--- src/rtl/sram_rr_arbiter.sv ---
// Round-robin sharing of one 1rw SRAM macro between two command requesters.
// Define SRAM_ARB_CLEAR_ON_RESET_EN to zero the whole macro after every reset.
module sram_rr_arbiter #(
  parameter int ADDR_W = 9,
  parameter int DATA_W = 32,
  parameter int MASK_W = DATA_W / 8
) (
  input  logic              clk,
  input  logic              rst_n,
  input  logic              r0_valid,
  output logic              r0_ready,
  input  logic              r0_we,
  input  logic [ADDR_W-1:0] r0_addr,
  input  logic [MASK_W-1:0] r0_wmask,
  input  logic [DATA_W-1:0] r0_wdata,
  output logic              r0_rsp_valid,
  output logic [DATA_W-1:0] r0_rsp_rdata,
  input  logic              r1_valid,
  output logic              r1_ready,
  input  logic              r1_we,
  input  logic [ADDR_W-1:0] r1_addr,
  input  logic [MASK_W-1:0] r1_wmask,
  input  logic [DATA_W-1:0] r1_wdata,
  output logic              r1_rsp_valid,
  output logic [DATA_W-1:0] r1_rsp_rdata,
  output logic              busy,
  output logic              ram_clk0,
  output logic              ram_csb0,
  output logic              ram_web0,
  output logic [MASK_W-1:0] ram_wmask0,
  output logic [ADDR_W-1:0] ram_addr0,
  output logic [DATA_W-1:0] ram_din0,
  input  logic [DATA_W-1:0] ram_dout0
);

  typedef enum logic {ARB, CLEAR} state_t;

  state_t state;
  logic   last_grant;
  logic   rsp_valid;
  logic   rsp_owner;
  logic   arb_en;
  logic   grant0;
  logic   grant1;

`ifdef SRAM_ARB_CLEAR_ON_RESET_EN
  logic [ADDR_W-1:0] clr_addr;
  logic              clearing;
  assign clearing = rst_n && (state == CLEAR);
`endif

  // On a tie the requester that did not win last time is granted.
  assign arb_en = rst_n && (state == ARB);
  assign grant0 = arb_en && r0_valid && (!r1_valid || last_grant);
  assign grant1 = arb_en && r1_valid && (!r0_valid || !last_grant);

  assign r0_ready = grant0;
  assign r1_ready = grant1;
  assign busy     = !arb_en;
  assign ram_clk0 = clk;

  assign r0_rsp_valid = rst_n && rsp_valid && !rsp_owner;
  assign r1_rsp_valid = rst_n && rsp_valid && rsp_owner;
  assign r0_rsp_rdata = r0_rsp_valid ? ram_dout0 : '0;
  assign r1_rsp_rdata = r1_rsp_valid ? ram_dout0 : '0;

  always_comb begin
    ram_csb0   = 1'b1;
    ram_web0   = 1'b0;
    ram_wmask0 = '0;
    ram_addr0  = '0;
    ram_din0   = '0;
    if (grant0) begin
      ram_csb0   = 1'b0;
      ram_web0   = !r0_we;
      ram_wmask0 = r0_we ? r0_wmask : '0;
      ram_addr0  = r0_addr;
      ram_din0   = r0_wdata;
    end else if (grant1) begin
      ram_csb0   = 1'b0;
      ram_web0   = !r1_we;
      ram_wmask0 = r1_we ? r1_wmask : '0;
      ram_addr0  = r1_addr;
      ram_din0   = r1_wdata;
    end
`ifdef SRAM_ARB_CLEAR_ON_RESET_EN
    if (clearing) begin
      ram_csb0   = 1'b0;
      ram_web0   = 1'b0;
      ram_wmask0 = '1;
      ram_addr0  = clr_addr;
      ram_din0   = '0;
    end
`endif
  end

  // The response register remembers which requester owns next cycle's read data.
  always_ff @(posedge clk) begin
    if (!rst_n) begin
      last_grant <= 1'b1;
      rsp_valid  <= 1'b0;
      rsp_owner  <= 1'b0;
`ifdef SRAM_ARB_CLEAR_ON_RESET_EN
      state      <= CLEAR;
      clr_addr   <= '0;
`else
      state      <= ARB;
`endif
    end else begin
      if (grant0) begin
        last_grant <= 1'b0;
      end else if (grant1) begin
        last_grant <= 1'b1;
      end
      rsp_valid <= (grant0 && !r0_we) || (grant1 && !r1_we);
      rsp_owner <= grant1;
`ifdef SRAM_ARB_CLEAR_ON_RESET_EN
      if (state == CLEAR) begin
        clr_addr <= clr_addr + 1'b1;
        if (clr_addr == '1) begin
          state <= ARB;
        end
      end
`endif
    end
  end

endmodule

--- config.mk ---
export PLATFORM = sky130hd
export DESIGN_NAME = sram_rr_arbiter
export DESIGN_NICKNAME = d
export VERILOG_FILES = /design/src/rtl/sram_rr_arbiter.sv
export SDC_FILE = /design/constraint.sdc
export NUM_CORES = 1
export LEC_CHECK = 0
export ABC_AREA = 1
export BUFFER_PORTS_ARGS = -buffer_cell sky130_fd_sc_hd__clkbuf_2
export CORE_AREA = 2 2 96 98
export DETAILED_ROUTE_END_ITERATION = 6
export DIE_AREA = 0 0 98 100
export PLACE_DENSITY = 0.54
export SETUP_SLACK_MARGIN = 0.05
export SYNTH_ARGS = -nofsm -noshare
export SYNTH_HDL_FRONTEND = slang
export SYNTH_SLANG_ARGS = --single-unit
export TNS_END_PERCENT = 5
--- constraint.sdc ---
create_clock -name clk -period 1.5 [get_ports clk]
set_input_delay 0.3 -clock clk [delete_from_list [all_inputs] [get_ports clk]]
set_output_delay 0.3 -clock clk [all_outputs]
set_load 0.02 [all_outputs]
### Yosys cells after proc, flatten, opt, wreduce, memory -nomap -nowiden

Cells that the tools add are included.

| word-level totals | value |
|---|---|
| logic and storage cells | 39 |
| output and inout bits | 117 |
| bits in registers | 3 |
| input port bits | 128 |

| operators by class | value |
|---|---|
| reductions and logical operators | 20 |
| muxes and demuxes | 16 |

Operator list:

| kind | count |
|---|---|
| 2-to-1 mux 32 bit | 4 |
| 2-to-1 mux 9 bit | 2 |
| 2-to-1 mux 4 bit | 4 |
| logical AND 1 bit | 9 |
| logical NOT 1 bit | 7 |
| 2-to-1 mux 1 bit | 6 |
| logical OR 1 bit | 3 |
| nonzero test 2 bit | 1 |

### Longest topological paths before layout

| depth | value |
|---|---|
| depth in word-level cells | 5 |
| depth in mapped cells | 6 |
| mapped depth without buffers | 4 |

==> reports/metrics.yaml <==
sta:
  slew_viol_final: 0
  maxSlewHeadroom: 0.854
  fin_setup_tns_ps: -1030
  rsz0062_at_grt: "true"
  setup_slack_ps: -58.4
  worst_slew_pin_slew_ps: 219
  fin_crit_sh: 1.04
  final-setup-viol-count: 37
  skew_ps: 3.21
  timing.hold.ws_ps: 396
  hold_violations: 0
  min_period_ps: 1560
  fmax_mhz: 642
placed_design:
  dp_hpwl_um: 5920
  dp.cells: 642
  gp_congestion: 0.887
  pre_cts_ws_ps: -20.3
  portBuffers: 244
  dpl-instance-area_um2: 2740
route:
  wl_met3_um: 721
  num_vias: 2815
  ant_nets: 0
  drtPass1Iterations: 4
  drt_iter0_markers: 87
  wirelength_um: 8200
  wl_per_cell_um: 12.6
  met1Wirelength_um: 3150
  via_per_inst: 4.32
  dr_wl_met2_um: 4180
  drcViolationCount: 0
  top_layer: "met4"
power_and_ir_drop:
  p_sw_frac: 0.452
  max-vdd-ir-drop_v: 0.000271
  p_comb_frac: 0.695
  power_density_nw_per_um2: 388
  p_leak_uw: 0.00227
  pwr-share-seq: 0.069
  clock_power_share: 0.236
  power.internal_uw: 732
  p_sw_uw: 604
synthesis:
  synth_top_family_by_area: "simple AND/OR/NAND/NOR gates"
  ys_seq_area_frac: 0.0424
  ys_warn_count: 0
  synth.cell_area_um2: 1420
  synth_compound_area_frac: 0.0159
  synth-seq-cells: 3
  synthMuxAreaShare: 0
  syn_nets: 427
  synth-xor-area-share: 0
  synth.avg_cell_area_um2: 4.73
  yosys.area_share.simple: 0.670
  synth_fa_ha_area_frac: 0
  synth_cells: 299
  synth_cell_type_count: 16
floorplan:
  rows: 35
  die_x_um: 98
  ios: 245
  die_y_um: 100
  die-area_um2: 9800
  initial_core_util: 0.159
  core_area_um2: 8890
run_status:
  outcome: "finished with violations"
  violations: "negative setup slack"
cells_and_area:
  regArea_um2: 65.1
  final_cells: 652
  fill_cells: 918
  syn2layout_area_growth_pct: 143
  antennaDiodeCount: 0
  nets: 670
  drive_above_1_share: 0.532
  multi_input_area_um2: 1040
  final_area_um2: 3440
setup_path:
  start_kind: "register"
  criticalPathCategory: "reg2out"
  cp_max_fo: 36
  end_kind: "output port"
  cp.required_ps: 1200
  critPathArrivalTime_ps: 1260
cts:
  cts.htree.levels: 1
  clockBufferDepth: 2
  clock_latency_ps: 220
  clk_transition_reported_paths_ps: 40
  root_buffer: "clkbuf_8"
  numCtsBuffers: 3
  cts_tree: "built"
grt:
  antenna_found_initial: 0
  grt_pass1_vias: 2550
  grt_max_degree: 37
  overflow: 0
  grt_pass1_wl_um: 11800
  grt_usage: 0.143
flow_run:
  max_cap_violations: 0
worst_hold_path:
  hold_path.class: "in2reg"
[metal layers]
metal  up-vias  GRT usage
met5         -          0
met3        12     0.0320
met4         0     0.0267
met2       167      0.269
met1      1226      0.168
li1       1410          -
[repair_timing]
item,CTS,global route
hold buffers,0,0
resized for setup,93,127
pin swaps,3,2
setup buffers,0,2
gates cloned,1,3
endpoints found under the setup margin,92,111
[logic make-up (layout without fill, tap and decap cells)]
family / after synthesis / in the layout
flip-flops: 3 / 3
AO/OA/AOI/OAI: 4 / 4
AND/OR/NAND/NOR: 219 / 219
buffers and inverters: 73 / 315
[Yosys cell counts]
library cell  number  area, µm²
a21oi_1            3       15.0
buf_1              1       3.75
buf_2              7       35.0
buf_4              5       37.5
buf_6             11        124
clkbuf_1           2       7.51
dfxtp_1            3       60.1
inv_1             43        161
inv_2              4       15.0
nand2_1           58        218
nand2_2            2       12.5
nand3_1           92        460
nand3b_1           1       7.51
nor2_1            65        244
nor2_2             1       6.26
o211ai_1           1       7.51
[through the flow]
stage | util | power [µW]
after floorplan | - | 570
after global placement | 0.308 | 885
after detailed placement | 0.308 | 891
after CTS | 0.357 | 1270
after global routing | 0.387 | 1420
final | 0.387 | 1340
[registers in the layout, indices dropped and copies added (netlist names)]
signal and count:
rsp_valid 1, rsp_owner 1, last_grant 1
[power by group through the flow]
stage	logic [µW]	clock network [µW]	registers (µW)
after CTS	859	323	90.7
final	928	316	92.3
after global routing	998	334	92.8
after detailed placement	738	61.9	91.5
after global placement	732	61.9	91.3
after floorplan	401	77.9	90.7
[worst paths after layout]
path / startpoint / endpoint / slack [ps] / cells past startpoint
worst max register to register: last_grant$_SDFFE_PN1P_ / rsp_valid$_SDFF_PN0_ / 370 / 7
worst max-delay path: last_grant$_SDFFE_PN1P_ / ram_din0[22] / -60 / 5
worst min register to register: last_grant$_SDFFE_PN1P_ / rsp_owner$_SDFF_PN0_ / 470 / 1
worst min-delay path: rst_n / rsp_owner$_SDFF_PN0_ / 400 / 3
[final cells by class]
class                           instances  area share
Multi-Input combinational cell        223       0.301
Inverter                               47      0.0535
Clock buffer                            5      0.0145
Sequential cell                         3      0.0189
Timing Repair Buffer                  263       0.571
Tap cell                              111      0.0404
[layout by cell type (no fill, tap or decap), drive strengths merged]
master	synthesis	layout
buf	24	87
a21oi	3	3
nand2	60	60
dfxtp	3	3
nor2	66	66
o211ai	1	1
nand3	92	92
nand3b	1	1
inv	47	47
clkbuf	2	181
[critical path: stages (launching register included)]
cell and delay [ps]:
dfxtp_4 350, nand2_2 100, buf_12 200, nand3_1 120, nand2_2 100, clkbuf_8 140
No activity file was read; power rests on OpenSTA's default activity.
